`config.mk`:
```
export PLATFORM = sky130hd
export DESIGN_NAME = endstop_ctrl_flat
export DESIGN_NICKNAME = d
export VERILOG_FILES = /design/src/rtl/endstop_pkg.sv /design/src/rtl/endstop_ctrl_if.sv /design/src/rtl/rr_pick.sv /design/src/rtl/endstop_ctrl.sv /design/src/flat_wrapper.sv
export SDC_FILE = /design/constraint.sdc
export NUM_CORES = 1
export LEC_CHECK = 0
export BUFFER_PORTS_ARGS = -buffer_cell sky130_fd_sc_hd__buf_2
export CAP_MARGIN = 25
export CORE_MARGIN = 2
export CORE_UTILIZATION = 58
export CTS_CLUSTER_SIZE = 8
export DETAILED_ROUTE_END_ITERATION = 8
export GPL_ROUTABILITY_DRIVEN = 1
export GPL_TIMING_DRIVEN = 0
export PLACE_DENSITY = 0.91
export SLEW_MARGIN = 20
export SYNTH_ARGS = -nofsm -noshare
export SYNTH_HDL_FRONTEND = slang
export SYNTH_SLANG_ARGS = --single-unit
```
`constraint.sdc`:
```
create_clock -name clk -period 7.1 [get_ports clk]
set_clock_uncertainty 0.05 [all_clocks]
set_input_delay 1.775 -clock clk [delete_from_list [all_inputs] [get_ports clk]]
set_output_delay 1.775 -clock clk [all_outputs]
set_load 0.01 [all_outputs]
```
`src/rtl/endstop_pkg.sv`:
```
// rtl/endstop_pkg.sv - shared types and constants for the endstop controller
// Purpose: FSM state encoding, default channel count and index-width helper.
// Ports: none (package).
package endstop_pkg;

  localparam int N_DEFAULT = 8;

  // Smallest width able to index n channels (at least 1 bit).
  function automatic int idx_width(input int n);
    int w;
    w = 1;
    while ((1 << w) < n) w++;
    return w;
  endfunction

  typedef enum logic [1:0] {
    S_IDLE,
    S_PRESENT,
    S_UNLOCK,
    S_SETTLE
  } state_t;

endpackage

```
`src/rtl/endstop_ctrl_if.sv`:
```
// rtl/endstop_ctrl_if.sv - host event channel between endstop_ctrl and the register block
// Purpose: groups the event handshake.
// Ports: evt_valid/evt_channel/evt_level from the controller (master), evt_ready from the host (slave).
interface endstop_ctrl_if
  import endstop_pkg::*;
#(
  parameter int IW = idx_width(N_DEFAULT)
) ();

  logic          evt_valid;
  logic          evt_ready;
  logic [IW-1:0] evt_channel;
  logic          evt_level;

  modport master (
    output evt_valid,
    output evt_channel,
    output evt_level,
    input  evt_ready
  );

  modport slave (
    input  evt_valid,
    input  evt_channel,
    input  evt_level,
    output evt_ready
  );

endinterface

```
`src/rtl/rr_pick.sv`:
```
// rtl/rr_pick.sv - combinational round-robin first-set search
// Purpose: returns the first set request at or after ptr, wrapping N-1 to 0.
// Ports: req[N] requests, ptr start index, grant_idx chosen index, any request present.
module rr_pick
  import endstop_pkg::*;
#(
  parameter int N  = N_DEFAULT,
  parameter int IW = idx_width(N)
) (
  input  logic [N-1:0]  req,
  input  logic [IW-1:0] ptr,
  output logic [IW-1:0] grant_idx,
  output logic          any
);

  logic [IW:0]   sum;
  logic [IW-1:0] idx;

  // Scan from the farthest offset down to zero so the nearest hit is the last write.
  always_comb begin
    grant_idx = '0;
    any       = 1'b0;
    sum       = '0;
    idx       = '0;
    for (int k = N - 1; k >= 0; k--) begin
      sum = {1'b0, ptr} + (IW+1)'(k);
      if (sum >= (IW+1)'(N)) sum = sum - (IW+1)'(N);
      idx = sum[IW-1:0];
      if (req[idx]) begin
        grant_idx = idx;
        any       = 1'b1;
      end
    end
  end

endmodule

```
`src/rtl/endstop_ctrl.sv`:
```
// rtl/endstop_ctrl.sv - debounce-bank sequencer with abort latch and round-robin event channel
// Purpose: captures debouncer strobes, reports them one at a time to the host, unlocks each
//          debouncer after its event is accepted (or discarded when disabled), and latches abort.
// Ports: clk, reset (async, active-high); db_signal/db_stb/db_locked in, db_unlock out (per channel);
//        enable_mask/polarity/abort_mask config; abort_clear in; abort/abort_src/active out;
//        evt (master) host event handshake.
module endstop_ctrl
  import endstop_pkg::*;
#(
  parameter int N  = N_DEFAULT,
  parameter int IW = idx_width(N)
) (
  input  logic           clk,
  input  logic           reset,
  input  logic [N-1:0]   db_signal,
  input  logic [N-1:0]   db_stb,
  input  logic [N-1:0]   db_locked,
  output logic [N-1:0]   db_unlock,
  input  logic [N-1:0]   enable_mask,
  input  logic [N-1:0]   polarity,
  input  logic [N-1:0]   abort_mask,
  input  logic           abort_clear,
  output logic           abort,
  output logic [N-1:0]   abort_src,
  output logic [N-1:0]   active,
  endstop_ctrl_if.master evt
);

  localparam logic [N-1:0] LSB_ONE = {{(N-1){1'b0}}, 1'b1};

  state_t        state_q, state_d;
  logic [IW-1:0] cur_q, cur_d;
  logic [IW-1:0] rr_q, rr_d;
  logic [N-1:0]  pending_q, pending_d;
  logic [N-1:0]  cap_level_q, cap_level_d;
  logic          abort_q, abort_d;
  logic [N-1:0]  abort_src_q, abort_src_d;
  logic [N-1:0]  active_q, active_d;

  logic [N-1:0]  level;
  logic [N-1:0]  trig;
  logic [N-1:0]  cur_onehot;
  logic [IW-1:0] pick_idx;
  logic          pick_any;
  logic          present;

  assign level      = db_signal ^ polarity;
  assign trig       = db_stb & enable_mask & abort_mask & level;
  assign cur_onehot = LSB_ONE << cur_q;
  assign present    = (state_q == S_PRESENT);

  rr_pick #(.N(N), .IW(IW)) u_rr_pick (
    .req       (pending_q),
    .ptr       (rr_q),
    .grant_idx (pick_idx),
    .any       (pick_any)
  );

  always_comb begin
    active_d = enable_mask & level;

    // A new trigger beats a simultaneous clear so no abort cause is ever lost.
    if (abort_clear) begin
      abort_d     = |trig;
      abort_src_d = trig;
    end else begin
      abort_d     = abort_q | (|trig);
      abort_src_d = abort_src_q | trig;
    end

    cap_level_d = (cap_level_q & ~db_stb) | (db_stb & level);
    pending_d   = pending_q | db_stb;

    state_d = state_q;
    cur_d   = cur_q;
    rr_d    = rr_q;

    case (state_q)
      S_IDLE: begin
        if (pick_any) begin
          cur_d   = pick_idx;
          // Disabled channels skip the host but are still unlocked.
          state_d = enable_mask[pick_idx] ? S_PRESENT : S_UNLOCK;
        end
      end
      S_PRESENT: begin
        if (evt.evt_ready) state_d = S_UNLOCK;
      end
      S_UNLOCK: begin
        pending_d = (pending_q & ~cur_onehot) | db_stb;
        rr_d      = (cur_q == IW'(N - 1)) ? '0 : cur_q + 1'b1;
        state_d   = S_SETTLE;
      end
      S_SETTLE: begin
        state_d = S_IDLE;
      end
      default: begin
        state_d = S_IDLE;
      end
    endcase
  end

  always_ff @(posedge clk or posedge reset) begin
    if (reset) begin
      state_q     <= S_IDLE;
      cur_q       <= '0;
      rr_q        <= '0;
      pending_q   <= '0;
      cap_level_q <= '0;
      abort_q     <= 1'b0;
      abort_src_q <= '0;
      active_q    <= '0;
    end else begin
      state_q     <= state_d;
      cur_q       <= cur_d;
      rr_q        <= rr_d;
      pending_q   <= pending_d;
      cap_level_q <= cap_level_d;
      abort_q     <= abort_d;
      abort_src_q <= abort_src_d;
      active_q    <= active_d;
    end
  end

  assign db_unlock       = (state_q == S_UNLOCK) ? cur_onehot : '0;
  assign evt.evt_valid   = present;
  assign evt.evt_channel = cur_q;
  assign evt.evt_level   = present & cap_level_q[cur_q];
  assign abort           = abort_q;
  assign abort_src       = abort_src_q;
  assign active          = active_q;

  // A debouncer still locked one cycle after its unlock has broken the handshake;
  // the scheduler does not wait for it.
  settle_unlocked_chk: assert property (
    @(posedge clk) disable iff (reset) (state_q == S_SETTLE) |-> !db_locked[cur_q]
  );

endmodule

```
`src/flat_wrapper.sv`:
```
// flat-port wrapper written by rule: the top's interface ports become plain ports
module endstop_ctrl_flat import endstop_pkg::*;
#(
  parameter int N  = N_DEFAULT,
  parameter int IW = idx_width(N)
)
  (clk, reset, db_signal, db_stb, db_locked, db_unlock, enable_mask, polarity, abort_mask, abort_clear, abort, abort_src, active, evt_evt_valid, evt_evt_channel, evt_evt_level, evt_evt_ready);
  endstop_ctrl_if #(.IW(IW)) evt_i ();
  input  logic clk;
  input  logic reset;
  input  logic [N-1:0] db_signal;
  input  logic [N-1:0] db_stb;
  input  logic [N-1:0] db_locked;
  output logic [N-1:0] db_unlock;
  input  logic [N-1:0] enable_mask;
  input  logic [N-1:0] polarity;
  input  logic [N-1:0] abort_mask;
  input  logic abort_clear;
  output logic abort;
  output logic [N-1:0] abort_src;
  output logic [N-1:0] active;
  output wire logic [$bits(evt_i.evt_valid)-1:0] evt_evt_valid;
  output wire logic [$bits(evt_i.evt_channel)-1:0] evt_evt_channel;
  output wire logic [$bits(evt_i.evt_level)-1:0] evt_evt_level;
  input wire logic [$bits(evt_i.evt_ready)-1:0] evt_evt_ready;
  assign evt_evt_valid = evt_i.evt_valid;
  assign evt_evt_channel = evt_i.evt_channel;
  assign evt_evt_level = evt_i.evt_level;
  assign evt_i.evt_ready = evt_evt_ready;
  endstop_ctrl #(.N(N), .IW(IW)) u_core (.clk(clk), .reset(reset), .db_signal(db_signal), .db_stb(db_stb), .db_locked(db_locked), .db_unlock(db_unlock), .enable_mask(enable_mask), .polarity(polarity), .abort_mask(abort_mask), .abort_clear(abort_clear), .abort(abort), .abort_src(abort_src), .active(active), .evt(evt_i));
endmodule
```
==> reports/qor.txt <==
status = completed
hold buffer count at cts = 0
crit share post-route = 61.6%
synth unique cells = 65
top fanout value on the critical path = 10
mux contribution to synthesized area = 21.0%
maximum vdd drop = 0.000285 V
crit path from = u_core.rr_q[1]
CTS clk-pin slew, worst paths = 90 ps
GRT Util Overall = 34.1%
Period minus WS final = 4380 ps
flops & latches, synth = 41
CORE AREA = 0.00551 sq mm
final core utilization = 71.0%
Critical Path Sink Type = register
FMAX = 228 MHz
Num CTS Buffers = 5
Vias = 3153
Compound-Gate Fraction of Synth Area = 15.6%
Syn Std Cell Area = 0.00330 sq mm
r2r startpoint = u_core.rr_q[1]
Non-Filler Instances = 490
HPWL Detailed = 7530 um
main combinational cell family by area after synthesis = multiplexers
DR WL/cell = 20.7 um
Post-Synth Simple-Gate Area = 17.4%
initial antenna violation count = 0
antenna-violating nets left = 0
Synth Warn # = 0
row cnt = 27
crit start category = register
Total Routed Length = 10100 um
grt ovf = 0
Synth area leaders = dfrtp_1 (31%), mux4_2 (8.2%), mux2_2 (6.1%)
TritonRoute pass-1 iters = 5
top cell type's share of synthesized area = 31.1%
die area = 0.00631 sq mm
Clock Sinks = 41
sequential element share of the synthesized area = 31.1%
TritonCTS clock tree = yes
reg2reg end = u_core.state_q[0]
die height = 79.4 um
ys async rst share = 100%
Ant. Diodes = 0
area grow syn2layout = 18.5%
Lkg Pwr = 0.00179 uW
largest area contributor in the netlist = dfrtp_1
Post-Syn Nets = 399
Die Width = 79.4 um
post-CTS setup buffers = 0
clk buf depth = 2
Main synth FF type = dfrtp_1
most common cell after layout, fill and taps aside = buf_2
worst hold path type = reg -> reg
H-tree depth = 2
Setup crit end = u_core.state_q[0]
Req. time, crit path = 7240 ps
worst skew pair latency = 300 ps
Avg Synthesized Cell Area = 9.82 sq um
R2R depth = 15
Worst Max-Slew Pin Slew = 567 ps
xor/xnor cell area share of the yosys netlist = 4.25%
Placer Congestion = 0.981
Starting Density = 59.9%
max cap viols = 0
Post-synth EDFFs = 0
Synth Area in Adders = 4.17%
Mapped Cells = 336
pwr dens = 410 mW/mm^2
fraction of layout cells with a size suffix above 1 = 33.3%
Post-route DRC = 0
Max-slew headroom = 62.0%
Nets = 480
final count of hold timing violations = 0
DRT iter0 DRCs = 363
I/O Pins = 82
vias in the first global route = 3281
worst hold slack = 459 ps
placed cells = 482
root buffer cell = clkbuf_8
crit path DAT = 4520 ps
RSZ-0062 raised after global routing = false
Gates resized, CTS repair = 0
Final setup viols = 0
Buffers on Ports = 73
most frequent cells in the layout = buf_2 (77), dfrtp_1 (41), nand2_1 (33)
largest net degree at the start of global routing = 31
Slew Limit Fails = 0
critical path type = reg -> reg
Vias/cell = 6.43
Worst R2R Setup Slack = 2720 ps
first-pass GRT wire length = 16400 um
Sum Neg Setup Slack = 0 ps
[power breakdown]
part | internal (uW) | leakage, uW | switching [uW]
clock network | 140 | 0.0000681 | 88.1
logic | 422 | 0.00124 | 612
registers | 281 | 0.000483 | 60.1
total | 843 | 0.00179 | 760
[kinds of logic (layout without fill, tap and decap cells)]
group           Yosys count  after routing
mux                      47             47
simple gates            112            112
buf+inv                  46            128
fa+ha+maj                11             11
compound gates           66             66
xor+xnor                 13             13
flops                    41             41
[layout make-up]
type	count	area, sq um
multi-input cells	249	2060
fillers	375	1600
flip-flops and latches	41	1030
repair buffers	74	385
inverters	30	113
plain buffers	16	98.8
well taps	72	90.1
clock buffers	5	68.8
clock inverters	3	65.1
[metal layers]
| metal | vias to the layer above | share of wire (%) | global-route usage [%] |
|---|---|---|---|
| met5 | - | 0 | 0 |
| met4 | 0 | 3.3 | 15.5 |
| met3 | 35 | 9.4 | 8.48 |
| met2 | 207 | 50 | 56.6 |
| met1 | 1515 | 38 | 41.9 |
| li1 | 1396 | - | - |
[worst max-delay path, cell delays in order (launching register included)]
cell      delay [ps]
dfrtp_1          370
clkbuf_1         290
buf_2            320
inv_1            180
ha_1             320
buf_6            140
mux2_2           370
mux2i_1          270
a221oi_4         150
a211oi_2         420
o31ai_2          160
a221oi_2         340
mux2i_1          240
nor3b_1          290
nor4_2            90
a311o_1          270
[cells in the mapped netlist, drive strengths merged (11+ instances only)]
| library cell | instances |
|---|---|
| mux2i | 12 |
| nand3 | 12 |
| dfrtp | 41 |
| ha | 11 |
| xor2 | 11 |
| nor3 | 12 |
| o21ai | 19 |
| mux4 | 15 |
| nor2 | 19 |
| inv | 30 |
| nand2 | 33 |
| mux2 | 20 |
| and2 | 11 |
[through the flow]
step | instance area (sq um) | worst slack (ps) | power [uW]
6_report | 3910 | 2720 | 1600
3_5_place_dp | 3770 | 2800 | 1340
5_1_grt | 3910 | 2470 | 1700
3_3_place_gp | 3750 | 2850 | 1310
4_1_cts | 3910 | 2770 | 1580
2_1_floorplan | 3300 | 3280 | 1100
[worst min path at each step]
stage	to	slack, ps	cells after the start
finish	register	460	1
global route	register	480	1
CTS	register	460	1
detailed placement	register	440	1
floorplan	register	430	1
global placement	register	440	1
(Power assumes the default switching activity.)
